===== src/rtl/alu_vec_sequencer.sv =====
// Self-checking stimulus sequencer for the NAND/ROL ALU family: issues NUM_VEC
// arithmetic vectors under valid/ready, waits for each result and tallies mismatches.
module alu_vec_sequencer #(
  parameter int unsigned      WIDTH   = 7,
  parameter int unsigned      NUM_VEC = 8,
  parameter logic [WIDTH-1:0] SEED_A  = 7'h55,
  parameter logic [WIDTH-1:0] SEED_B  = 7'h2A,
  parameter int unsigned      INC_A   = 1,
  parameter int unsigned      INC_B   = 3,
  parameter int unsigned      TIMEOUT = 16
) (
  input  logic                           clk,
  input  logic                           rst,
  input  logic                           start,
  output logic [WIDTH-1:0]               a,
  output logic [WIDTH-1:0]               b,
  output logic [1:0]                     op,
  output logic                           vec_vld,
  input  logic                           vec_rdy,
  input  logic [WIDTH-1:0]               res,
  input  logic                           res_vld,
  output logic                           busy,
  output logic                           done,
  output logic                           pass,
  output logic [$clog2(NUM_VEC+1)-1:0]   fail_cnt,
  output logic [$clog2(NUM_VEC+1)-1:0]   vec_idx,
  output logic                           timeout_err
);

  localparam int unsigned CW = $clog2(NUM_VEC + 1);
  localparam int unsigned TW = (TIMEOUT > 1) ? $clog2(TIMEOUT) : 1;
  localparam logic [TW-1:0] TMO_LAST = TW'(TIMEOUT - 1);
  localparam logic [CW-1:0] FAIL_MAX = CW'(NUM_VEC);
  localparam logic [CW-1:0] IDX_LAST = CW'(NUM_VEC - 1);

  typedef enum logic [2:0] {IDLE, ISSUE, WAIT, CHECK, DONE} state_t;

  state_t           state;
  logic [TW-1:0]    tmo;
  logic [WIDTH-1:0] res_cap;
  logic             mismatch;
  logic             timed_out;
  logic             step;
  logic [CW-1:0]    fail_inc;
  logic [CW-1:0]    fail_step;

  function automatic logic [WIDTH-1:0] ref_model(input logic [WIDTH-1:0] av,
                                                 input logic [WIDTH-1:0] bv,
                                                 input logic [1:0]       ov);
    logic [2*WIDTH-1:0] dbl;
    int unsigned        s;
    s   = 32'(bv) % WIDTH;
    dbl = {av, av};
    case (ov)
      2'b00:   return ~(av & bv);
      2'b01: begin
        dbl = dbl << s;
        return dbl[2*WIDTH-1:WIDTH];
      end
      2'b10: begin
        dbl = dbl >> s;
        return dbl[WIDTH-1:0];
      end
      default: return av ^ bv;
    endcase
  endfunction

  // a/b/op hold the current vector through WAIT and CHECK, so the model reads them directly.
  always_comb begin
    mismatch  = (res_cap != ref_model(a, b, op));
    timed_out = (state == WAIT) && !res_vld && (tmo == TMO_LAST);
    step      = timed_out || (state == CHECK);
    fail_inc  = (fail_cnt == FAIL_MAX) ? fail_cnt : fail_cnt + CW'(1);
    fail_step = ((state == CHECK) && !mismatch) ? fail_cnt : fail_inc;
  end

  always_ff @(posedge clk or posedge rst) begin
    if (rst) begin
      state       <= IDLE;
      a           <= '0;
      b           <= '0;
      op          <= '0;
      vec_vld     <= 1'b0;
      busy        <= 1'b0;
      done        <= 1'b0;
      pass        <= 1'b0;
      fail_cnt    <= '0;
      vec_idx     <= '0;
      timeout_err <= 1'b0;
      tmo         <= '0;
      res_cap     <= '0;
    end else begin
      case (state)
        IDLE, DONE: begin
          if (start) begin
            state       <= ISSUE;
            a           <= SEED_A;
            b           <= SEED_B;
            op          <= '0;
            vec_vld     <= 1'b1;
            busy        <= 1'b1;
            done        <= 1'b0;
            pass        <= 1'b0;
            fail_cnt    <= '0;
            vec_idx     <= '0;
            timeout_err <= 1'b0;
          end
        end
        ISSUE: begin
          if (vec_rdy) begin
            vec_vld <= 1'b0;
            tmo     <= '0;
            state   <= WAIT;
          end
        end
        WAIT: begin
          if (res_vld) begin
            res_cap <= res;
            state   <= CHECK;
          end else if (tmo != TMO_LAST) begin
            tmo <= tmo + TW'(1);
          end
        end
        default: ;
      endcase

      // Shared next-vector step for both CHECK and a WAIT timeout.
      if (step) begin
        fail_cnt <= fail_step;
        if (timed_out) timeout_err <= 1'b1;
        if (vec_idx == IDX_LAST) begin
          state <= DONE;
          busy  <= 1'b0;
          done  <= 1'b1;
          pass  <= (fail_step == '0);
          a     <= '0;
          b     <= '0;
          op    <= '0;
        end else begin
          state   <= ISSUE;
          vec_idx <= vec_idx + CW'(1);
          a       <= a + WIDTH'(INC_A);
          b       <= b + WIDTH'(INC_B);
          op      <= op + 2'd1;
          vec_vld <= 1'b1;
        end
      end
    end
  end

endmodule


===== config.mk =====
export PLATFORM = sky130hd
export DESIGN_NAME = alu_vec_sequencer
export DESIGN_NICKNAME = d
export VERILOG_FILES = /design/src/rtl/alu_vec_sequencer.sv
export SDC_FILE = /design/constraint.sdc
export NUM_CORES = 1
export LEC_CHECK = 0
export CAP_MARGIN = 40
export CORE_AREA = 3 3 94 96
export CTS_BUF_LIST = sky130_fd_sc_hd__clkbuf_4 sky130_fd_sc_hd__clkbuf_8 sky130_fd_sc_hd__clkbuf_16
export DETAILED_ROUTE_END_ITERATION = 7
export DIE_AREA = 0 0 97 99
export PLACE_DENSITY_LB_ADDON = 0.12
export SLEW_MARGIN = 20
export SYNTH_ARGS = -nofsm -noshare
export SYNTH_HDL_FRONTEND = slang
export SYNTH_SLANG_ARGS = --single-unit

===== constraint.sdc =====
create_clock -name clk -period 17.7 [get_ports clk]
set_input_delay 1.77 -clock clk [delete_from_list [all_inputs] [get_ports clk]]
set_output_delay 1.77 -clock clk [all_outputs]
set_load 0.02 [all_outputs]

==> results.cfg, run 1 <==
[min_path]
hold_class = register to register

[placed_design]
dp_hpwl_um = 11400
gp_congestion = 0.950
port-buffer-count = 40
placed_cells = 774

[routing]
num_vias = 5473
routed_via_density = 7.00
postRouteAntennaNets = 0
dr.first_iter.drc_count = 491
drcViolationCount = 1
drt-total-wl_um = 15900
wl_per_cell_um = 20.4
firstDrtPassIters = 8

[timing]
hold_viol = 0
finalCritPeriodShare = 0.456
fin_crit_ns = 8.06
fmax_mhz = 124
max_slew_margin = 0.432
setup_viol = 0
worst_pin_slew_ns = 0.850
grt_setup_unrepaired = false
whs_ns = 0.495
fin_skew_ns = 0.00962
finalSetupTns_ns = 0
maxSlewViolCount = 0

[worst_setup_path]
r2r_slack_ns = 9.64
cp.required_ns = 17.89
arrival_ns = 8.25
critPathCaptureType = register
path_max_fanout = 21
worstSetupStartpointType = register
crit_type = register to register

[synthesis]
syn-cell-area_um2 = 5160
ys_types = 98
synth_edf_count = 0
synth_warnings = 0
synth_async_sr_flop_share = 1.00
syn_inst = 666
syn_area_per_cell_um2 = 7.75
syn_nets = 700
synth_seq_cells = 43
ys_seq_area_frac = 0.209
ys.flop_type = dfrtp_1

[cts]
clk_path_buf_depth = 2
h-tree-depth = 2
path_clk_slew_ns = 0.09
cts_tree = yes
cts-root-buf = clkbuf_8
cts.sinks = 43
cts_resized = 0
postCtsSetupRepairBufs = 0
holdBufCountCts = 0
clk-insertion-delay-late_ns = 0.30
numCtsBuffers = 5

[final_layout]
mostFrequentLayoutCell = nand2_1
fin_nets = 711
area_growth_syn_to_layout_pct = 8.54
stdcell_count = 782
n_antenna_cell = 0
final_cell_mix = 76 x nand2_1, 60 x o21ai_0, 53 x nor2_1, 43 x dfrtp_1, 40 x clkdlybuf4s50_1
layout-drive-gt1-share = 0.0871

[floorplan]
core_area_um2 = 8130
die_w_um = 97
die_h_um = 99
die_area_um2 = 9600
ioPinCount = 41
start_util = 0.634
rows = 33

[global_routing]
grt_pass1_wl_um = 25800
antenna_found_initial = 0
grt_usage = 0.324
grt_max_degree = 44
grt_pass1_vias = 5120
gr-total-overflow = 0

[outcome]
failed_checks = DRC
status = complete, but fails checks

[job]
cap_violations = 0
[metal layers]
metal	share of wire	global-route usage	vias up
met4	0.035	0.134	0
met3	0.089	0.0495	53
met5	0	0	-
met1	0.41	0.434	2560
li1	-	-	2545
met2	0.46	0.524	315
[cells in the mapped netlist, types with 6 or more instances]
cell type  number  area, µm²
a21oi_1        30        150
inv_1          25       93.8
o21a_1          6       45.0
nor3_1         12       60.1
dfrtp_1        43       1080
clkbuf_1       16       60.1
o21ai_0        60        300
and3_1          8       50.1
nand2_1        76        285
o211ai_1       10       75.1
o22ai_1         9       56.3
nand2b_1       11       68.8
a21o_1         11       82.6
nor2_1         53        199
a211oi_1       13       97.6
buf_2          11       55.1
o31ai_1         6       45.0
o2111ai_1       6       52.6
a31oi_1         8       50.1
and2_1         10       62.6
nand3_1        24        120
a211o_1         6       52.6
buf_4           7       52.6
nand4_1         9       56.3
mux2i_1        13        130
or3_1           7       43.8
o21ai_1        10       50.1
mux2_2          9        101
ha_1           22        275
[logic make-up after synthesis]
| group | Yosys count | synth area share |
|---|---|---|
| flops | 43 | 0.209 |
| fa+ha+maj | 22 | 0.0534 |
| simple gates | 258 | 0.262 |
| mux | 28 | 0.0628 |
| xor+xnor | 6 | 0.0116 |
| compound gates | 241 | 0.334 |
| buf+inv | 68 | 0.0672 |
[cell type report]
class | instances | area [µm²]
multi-input combinational | 555 | 3740
fill | 697 | 2530
sequential | 43 | 1080
timing repair buffer | 45 | 443
tap | 105 | 131
inverter | 27 | 106
clock buffer | 5 | 68.8
clock inverter | 2 | 37.5
[per-stage QoR]
stage          utilization  instance area (µm²)  setup WS, ns
6_report             0.688                 5600          9.64
3_5_place_dp         0.673                 5480          9.88
2_1_floorplan            -                 5160         11.32
4_1_cts              0.687                 5580          9.84
3_3_place_gp         0.672                 5470          9.91
5_1_grt              0.688                 5600          9.15
[worst max-delay path, cell delays in order (launching register included)]
cell	delay, ns
dfrtp_1	0.77
nand2_1	0.22
inv_1	0.16
ha_1	0.32
nand2_1	0.11
a21oi_1	0.17
a21oi_1	0.05
o21ai_0	0.47
ha_1	0.37
o211a_1	0.19
and4_1	0.25
nor4_1	0.07
or4_1	0.71
clkinv_4	0.23
ha_1	0.28
o31ai_2	0.13
nor3_4	0.67
nor3_1	0.17
o21ai_0	0.49
o2111ai_1	0.20
a211oi_1	0.28
a211oi_1	0.11
mux2_4	0.32
nor4_2	0.35
and4_1	0.36
mux2_4	0.32
a2bb2oi_2	0.12
[state kept, by name, summed over array words and instances (netlist names)]
signal and cells:
a 7, b 7, busy 1, done 1, fail_cnt 4, op 2, pass 1, res_cap 7
state 3, timeout_err 1, tmo 4, vec_idx 4, vec_vld 1
[worst paths after layout]
kind                       start     to  cells past startpoint
hold / removal              done   done                      1
setup / recovery            b[5]   pass                     26
setup reg to reg            b[5]   pass                     26
min in group asynchronous    rst   b[6]                      3
hold reg to reg             done   done                      1
max in group asynchronous    rst  op[1]                      3
Power of run 1 is left out: the tool's default activity adds up to more than one toggle a clock period on the data nets, which glitch-free logic cannot reach.
==> inputs of run 2 (changes only) <==
--- a/config.mk
+++ b/config.mk
@@ -6,10 +6,10 @@
 export NUM_CORES = 1
 export LEC_CHECK = 0
 export CAP_MARGIN = 40
-export CORE_AREA = 3 3 94 96
+export CORE_AREA = 3 3 101 103
 export CTS_BUF_LIST = sky130_fd_sc_hd__clkbuf_4 sky130_fd_sc_hd__clkbuf_8 sky130_fd_sc_hd__clkbuf_16
 export DETAILED_ROUTE_END_ITERATION = 7
-export DIE_AREA = 0 0 97 99
+export DIE_AREA = 0 0 104 106
 export PLACE_DENSITY_LB_ADDON = 0.12
 export SLEW_MARGIN = 20
 export SYNTH_ARGS = -nofsm -noshare
==> constraint.sdc (replaced) <==
create_clock -name clk -period 6.9 [get_ports clk]
set_input_delay 0.69 -clock clk [delete_from_list [all_inputs] [get_ports clk]]
set_output_delay 0.69 -clock clk [all_outputs]
set_load 0.02 [all_outputs]
==> results.cfg, run 2 (synthesis gave the netlist of run 1 again) <==
[cts]
h-tree-depth = 2
cts-root-buf = clkbuf_8
cts.sinks = 43
cts_tree = yes
path_clk_slew_ns = 0.10
clk_path_buf_depth = 2
numCtsBuffers = 5
clk-insertion-delay-late_ns = 0.31

[floorplan]
rows = 35
die_w_um = 104
start_util = 0.556
ioPinCount = 41
die_area_um2 = 11000
core_area_um2 = 9280
die_h_um = 106

[min_path]
whs_endpoint = done
hold_class = register to register
hp-start = done
min_path_cells = 1

[timing]
maxSlewViolCount = 0
max_slew_margin = 0.499
hold_viol = 0
fmax_mhz = 154
fin_skew_ns = 0.0145
worst_pin_slew_ns = 0.749
finalCritPeriodShare = 0.939
setup_viol = 0
fin_crit_ns = 6.48
grt_setup_unrepaired = false
finalSetupTns_ns = 0

[global_routing]
gr-total-overflow = 0
antenna_found_initial = 0
grt_pass1_vias = 5023
grt_pass1_wl_um = 26100
grt_usage = 0.286
grt_max_degree = 44

[worst_setup_path]
path_max_fanout = 11
r2r_slack_ns = 0.42
reg2reg_from = b[5]
crit_type = register to register
cp_slowest_cell = or4_1
crit_top_cell = ha_2
slowest_delay_ns = 0.55
critPathCaptureType = register
worstSetupStartpointType = register
cp.required_ns = 7.09
crit_start = b[5]
arrival_ns = 6.67
reg2reg_depth = 27
reg2reg_to = pass

[placed_design]
port-buffer-count = 40
placed_cells = 806
gp_congestion = 0.921
dp_hpwl_um = 12000

[final_layout]
n_antenna_cell = 0
mostFrequentLayoutCell = nand2_1
layout-drive-gt1-share = 0.117
reg_top3 = a: 7 flops, b: 7 flops, res_cap: 7 flops
stdcell_count = 820
area_growth_syn_to_layout_pct = 11.5
fin_nets = 724
final_cell_mix = 75 x nand2_1, 59 x o21ai_0, 53 x nor2_1, 43 x dfrtp_1, 40 x clkdlybuf4s50_1
fillers = 878

[routing]
postRouteAntennaNets = 0
routed_via_density = 6.72
dr.first_iter.drc_count = 460
num_vias = 5511
firstDrtPassIters = 5
wl_per_cell_um = 20.0
drcViolationCount = 0
drt-total-wl_um = 16400

[job]
cap_violations = 0

[outcome]
status = finished clean
-- run 2: cell count changes in the layout (fill, tap and decap cells not counted), sizes merged --
cell,previous run,this run
buf,5,17
bufinv,1,0
clkbuf,5,7
clkinv,3,4
-- run 2: metal layers --
layer / wire length, µm / up-vias / global-route usage
met4: 543 / 0 / 0.118
li1: - / 2577 / -
met3: 1340 / 47 / 0.0346
met1: 6940 / 2598 / 0.385
met2: 7590 / 289 / 0.467
met5: 0 / - / 0
-- run 2: timing repair --
item,4_1_cts,5_1_grt
buffers inserted,0,4
endpoints found under the hold margin,0,0
gates resized for setup,0,9
setup endpoints to repair,0,5
hold buffers,0,0
-- run 2: cell type report --
class	count	area (µm²)	area share
tap	129	161	0.0281
inverter	27	106	0.0185
timing repair buffer	58	543	0.0944
clock inverter	2	16.3	0.00283
sequential	43	1080	0.187
multi-input combinational	555	3760	0.655
clock buffer	6	82.6	0.0144
-- run 2: stage by stage --
| stage | area, µm² | hold slack, ns | worst slack, ns | utilization |
|---|---|---|---|---|
| final | 5750 | 0.489 | 0.419 | 0.619 |
| after global routing | 5750 | 0.516 | 0.0511 | 0.619 |
| after CTS | 5670 | 0.493 | 0.149 | 0.611 |
| after detailed placement | 5570 | 0.470 | 0.175 | 0.600 |
| after global placement | 5570 | 0.464 | 0.570 | 0.600 |
| after floorplan | 5160 | 0.451 | 0.521 | - |
-- run 2: worst max-delay path: cells and delay by family, from the launching register on --
kind	cells	cell delay, ns
DFF	1	0.38
adders and majority gates	3	0.83
muxes	2	0.64
buffers and inverters	3	0.57
and+or+nand+nor	9	2.18
AOI/OAI and AO/OA	10	1.78
-- run 2: worst max path at each step --
stage	to	slack [ns]	cells past startpoint
after floorplan	pass	0.52	31
after global placement	pass	0.57	23
after detailed placement	pass	0.18	27
after CTS	pass	0.15	27
after global routing	pass	0.05	27
final	pass	0.42	27
Power of run 2 is left out for the same reason.
